$ cat config.mk
export PLATFORM = sky130hd
export DESIGN_NAME = stream_demux
export DESIGN_NICKNAME = d
export VERILOG_FILES = /design/src/rtl/stream_pkg.sv /design/src/rtl/stream_slot.sv /design/src/rtl/stream_demux.sv
export SDC_FILE = /design/constraint.sdc
export NUM_CORES = 1
export LEC_CHECK = 0
export CAP_MARGIN = 15
export CORE_AREA = 8 8 66 68
export DETAILED_ROUTE_END_ITERATION = 7
export DIE_AREA = 0 0 74 76
export PLACE_DENSITY = 0.79
export REMOVE_ABC_BUFFERS = 1
export SYNTH_ARGS = -nofsm -noshare
export SYNTH_HDL_FRONTEND = slang
export SYNTH_HIERARCHICAL = 1
export SYNTH_SLANG_ARGS = --single-unit
$ cat constraint.sdc
create_clock -name clk -period 2.18 [get_ports clk]
set_clock_uncertainty 0.05 [all_clocks]
set_input_delay 0.327 -clock clk [delete_from_list [all_inputs] [get_ports clk]]
set_output_delay 0.327 -clock clk [all_outputs]
set_load 0.01 [all_outputs]
$ cat src/rtl/stream_pkg.sv
// Shared definitions for the stream demultiplexer: select encoding,
// default widths and the one-entry slot state encoding.
package stream_pkg;

    localparam logic SEL_A = 1'b0;
    localparam logic SEL_B = 1'b1;

    localparam int DEFAULT_WIDTH = 8;
    localparam int DEFAULT_CNT_W = 8;

    typedef enum logic {
        EMPTY = 1'b0,
        FULL  = 1'b1
    } slot_state_e;

endpackage

$ cat src/rtl/stream_slot.sv
// One-entry output register stage with valid/ready handshake and a
// modulo delivered-beat counter; instantiated once per output port.
module stream_slot
    import stream_pkg::*;
#(
    parameter int WIDTH = DEFAULT_WIDTH,
    parameter int CNT_W = DEFAULT_CNT_W
) (
    input  logic             clk,
    input  logic             rst,
    input  logic             load,
    input  logic [WIDTH-1:0] load_data,
    input  logic             out_ready,
    output logic             out_valid,
    output logic [WIDTH-1:0] out_data,
    output logic [CNT_W-1:0] count,
    output logic             can_load
);

    slot_state_e      state_q, state_d;
    logic [WIDTH-1:0] data_q, data_d;
    logic [CNT_W-1:0] count_q, count_d;
    logic             drain;

    assign drain     = (state_q == FULL) && out_ready;
    // A FULL slot can take a new beat only in the cycle it is drained.
    assign can_load  = (state_q == EMPTY) || out_ready;
    assign out_valid = (state_q == FULL);
    assign out_data  = data_q;
    assign count     = count_q;

    always_comb begin
        state_d = state_q;
        data_d  = data_q;
        count_d = count_q;
        if (drain) begin
            state_d = EMPTY;
            count_d = count_q + CNT_W'(1);
        end
        if (load && can_load) begin
            state_d = FULL;
            data_d  = load_data;
        end
    end

    always_ff @(posedge clk) begin
        if (rst) begin
            state_q <= EMPTY;
            data_q  <= '0;
            count_q <= '0;
        end else begin
            state_q <= state_d;
            data_q  <= data_d;
            count_q <= count_d;
        end
    end

endmodule

$ cat src/rtl/stream_demux.sv
// Registered 1-to-2 stream demultiplexer: each accepted beat is steered by
// in_sel into the port A or port B slot; head-of-line blocking on stall.
module stream_demux
    import stream_pkg::*;
#(
    parameter int WIDTH = DEFAULT_WIDTH,
    parameter int CNT_W = DEFAULT_CNT_W
) (
    input  logic             clk,
    input  logic             rst,
    input  logic [WIDTH-1:0] in_data,
    input  logic             in_sel,
    input  logic             in_valid,
    output logic             in_ready,
    output logic [WIDTH-1:0] a_data,
    output logic             a_valid,
    input  logic             a_ready,
    output logic [WIDTH-1:0] b_data,
    output logic             b_valid,
    input  logic             b_ready,
    output logic [CNT_W-1:0] a_count,
    output logic [CNT_W-1:0] b_count
);

    logic a_can_load, b_can_load;
    logic a_load, b_load;
    logic accept;

    // Readiness follows only the selected slot, so a stalled target blocks
    // the stream even when the other slot is free.
    assign in_ready = (in_sel == SEL_B) ? b_can_load : a_can_load;
    assign accept   = in_valid && in_ready;
    assign a_load   = accept && (in_sel == SEL_A);
    assign b_load   = accept && (in_sel == SEL_B);

    stream_slot #(
        .WIDTH (WIDTH),
        .CNT_W (CNT_W)
    ) u_slot_a (
        .clk       (clk),
        .rst       (rst),
        .load      (a_load),
        .load_data (in_data),
        .out_ready (a_ready),
        .out_valid (a_valid),
        .out_data  (a_data),
        .count     (a_count),
        .can_load  (a_can_load)
    );

    stream_slot #(
        .WIDTH (WIDTH),
        .CNT_W (CNT_W)
    ) u_slot_b (
        .clk       (clk),
        .rst       (rst),
        .load      (b_load),
        .load_data (in_data),
        .out_ready (b_ready),
        .out_valid (b_valid),
        .out_data  (b_data),
        .count     (b_count),
        .can_load  (b_can_load)
    );

endmodule

==> out/results.txt <==
Relative slew slack -> 76.3%
# IOs -> 49
Final setup fails -> 0
GR Overflow Total -> 0
Total CTS buffers -> 5
Core Region -> 3440 µm²
Input/output buffers -> 48
CP required -> 1.80 ns
Ys async rst share -> 0%
H-Tree Depth -> 2
Routed vias -> 1394
Nets -> 236
Worst VDD drop -> 0.359 mV
Share of the synthesized area in the top cell type -> 48.4%
Hold Crit Start -> u_slot_b/out_data[2]
RSZ-0062 raised after global routing -> false
TritonCTS clock tree -> done
Inserted Diodes -> 0
Vias in the first global route -> 1302
Max_cap viols -> 0
CP Class -> in -> out
# DRC -> 0
HP Class -> reg -> reg
GRT Util Overall -> 12.9%
Clock transition at the registers of the reported paths -> 0.10 ns
DRT iter0 DRCs -> 75
Via/cell ratio -> 5.18
R2R Path Start -> u_slot_a/out_valid
Critical R2R Capture -> u_slot_a/out_data[1]
Setup crit end kind -> output pin
Seq cells post-synth -> 34
Antenna viol nets, final -> 0
Final number of hold-violating endpoints -> 0
Root Driver -> clkbuf_4
Post-CTS Setup Inserts -> 0
RD Place Congestion -> 0.750
Distinct cells, synth -> 22
Clk sinks -> 34
CTS max path bufs -> 2
Final Max Tran Viols -> 0
Final period util -> 83.6%
Share of layout cells above drive strength 1 -> 11.3%
Synth area leader -> dfxtp_1
Area grow syn2layout -> 46.2%
Slew @ Worst Pin -> 0.355 ns
Core Rows -> 22
Hold-fix buffers at CTS -> 0
DRT Pass-1 Iters -> 4
Post-layout util -> 59.7%
Fin crit period -> 1.82 ns
Worst-path maximum fanout -> 2
Final setup TNS -> 0 ns
Die Height -> 76 µm
Initial Utilization -> 40.9%
# resized after CTS -> 2
Horiz. Die Dim -> 74 µm
Power Density -> 603 nW/µm²
Leakage -> 0.000682 µW
Post-Route WL -> 3.57 mm
Hold path cells -> 2
Synth Area per Inst -> 8.52 µm²
Die Area -> 5620 µm²
Status -> finished clean
Final WS setup -> 0.358 ns
First-pass GRT wire length -> 5.78 mm
Ys flop type -> dfxtp_1
Post-placement cell count -> 261
Ys Warns -> 6
Hold endpoint -> u_slot_b/out_data[2]
Post-detail-place hpwl -> 2.61 mm
Fin cells -> 269
EDFF count, synth -> 0
Synth Instances -> 165
Register area share after synthesis -> 48.4%
Largest net degree at the start of global routing -> 35
CP arrival -> 1.45 ns
Clock Latency Late Sink -> 0.33 ns
Initial antenna violation count -> 0
Startpoint Class -> primary input
Ranking of synthesized cells by area -> dfxtp_1 (48%), a21oi_1 (11%), nand3_1 (7.8%), o21ai_0 (7.8%), nand3_2 (2.8%)
WHS -> 0.428 ns
R2r worst-path depth -> 7
Fmax -> 0.549 GHz
Reg2Reg Setup Slack -> 0.48 ns
Dpl ws -> 0.0121 ns
Synth Cell Area -> 1410 µm²
WL per Instance -> 13.3 µm
where the power goes:
| part | switching [µW] | internal (µW) | leakage (µW) |
|---|---|---|---|
| sequential | 11.4 | 639 | 0.000276 |
| clock | 203 | 243 | 0.0000395 |
| combinational | 66.8 | 76.3 | 0.000366 |
| total | 281 | 959 | 0.000682 |
metal layers:
metal	vias up	wire (µm)	GRT usage [%]
met1	642	1540	14.3
met4	0	51	4.80
met3	6	308	7.11
li1	703	-	-
met5	-	0	0
met2	43	1680	20.1
through the flow:
stage | instance area [µm²] | total power (µW)
after floorplan | 1370 | 712
after detailed placement | 1970 | 808
after global routing | 2060 | 1310
after CTS | 2050 | 1260
after global placement | 1970 | 806
final | 2060 | 1240
sequential cells by signal (all words and copies together) (netlist names):
register	cells
u_slot_b/count	8
u_slot_a/count	8
u_slot_b/out_data	8
u_slot_a/out_data	8
u_slot_a/out_valid	1
u_slot_b/out_valid	1
kinds of logic (layout without fill, tap and decap cells):
group / Yosys count / in the layout / share of synthesized area (%)
multiplexers: 1 / 1 / 1.07
adder cells (fa/ha/maj): 2 / 2 / 1.78
flip-flops: 34 / 34 / 48.4
XOR/XNOR: 4 / 4 / 2.49
buffers and inverters: 16 / 72 / 4.45
AND/OR/NAND/NOR: 52 / 52 / 21.2
AO/OA/AOI/OAI: 56 / 56 / 20.6
layout by cell type, fill, tap and decap left out, types with 4 or more instances in the layout:
cell type and n:
buf_4 8, dfxtp_1 33, nand2_1 6, or3_1 6
or4_1 4, inv_1 6, nand3_2 4, a21oi_1 30
nand3_1 22, o21ai_0 22, clkbuf_4 5, clkdlybuf4s50_1 47
o31ai_1 4, nor2_1 4
cell type report:
cell class              count  area [µm²]
repair buffers             56         543
multi-input cells         115         666
clock buffers               7        45.0
inverters                   8        30.0
clock inverters             1        30.0
well taps                  48        60.1
flip-flops and latches     34         682
fillers                   330        1390
cells in the mapped netlist, types with 2 or more instances:
| library cell | number |
|---|---|
| dfxtp_1 | 34 |
| a21oi_1 | 30 |
| nand3_1 | 22 |
| o21ai_0 | 22 |
| clkbuf_1 | 6 |
| inv_1 | 6 |
| nand2_1 | 6 |
| or3_1 | 6 |
| nand3_2 | 4 |
| nor2_1 | 4 |
| o31ai_1 | 4 |
| or4_1 | 4 |
| buf_2 | 2 |
| ha_1 | 2 |
| inv_2 | 2 |
| nand4_1 | 2 |
| nor2b_1 | 2 |
| xnor2_1 | 2 |
| xor2_1 | 2 |
worst max path at each step:
stage | endpoint | slack, ns | start | depth (start not counted)
2_1_floorplan | u_slot_a/out_data[0] | 0.45 | u_slot_a/out_valid | 6
3_3_place_gp | in_ready | 0.02 | a_ready | 5
3_5_place_dp | in_ready | 0.01 | a_ready | 5
4_1_cts | in_ready | 0.01 | b_ready | 5
5_1_grt | in_ready | 0.27 | u_slot_a/out_valid | 4
6_report | in_ready | 0.36 | b_ready | 5
worst max-delay path, cell delays in order:
cell and delay [ns]:
clkdlybuf4s50_1 0.43, nor2b_1 0.20, inv_2 0.05, mux2_4 0.25
dlymetal6s2s_1 0.18
Note: power is estimated with default switching activity, not from simulation.
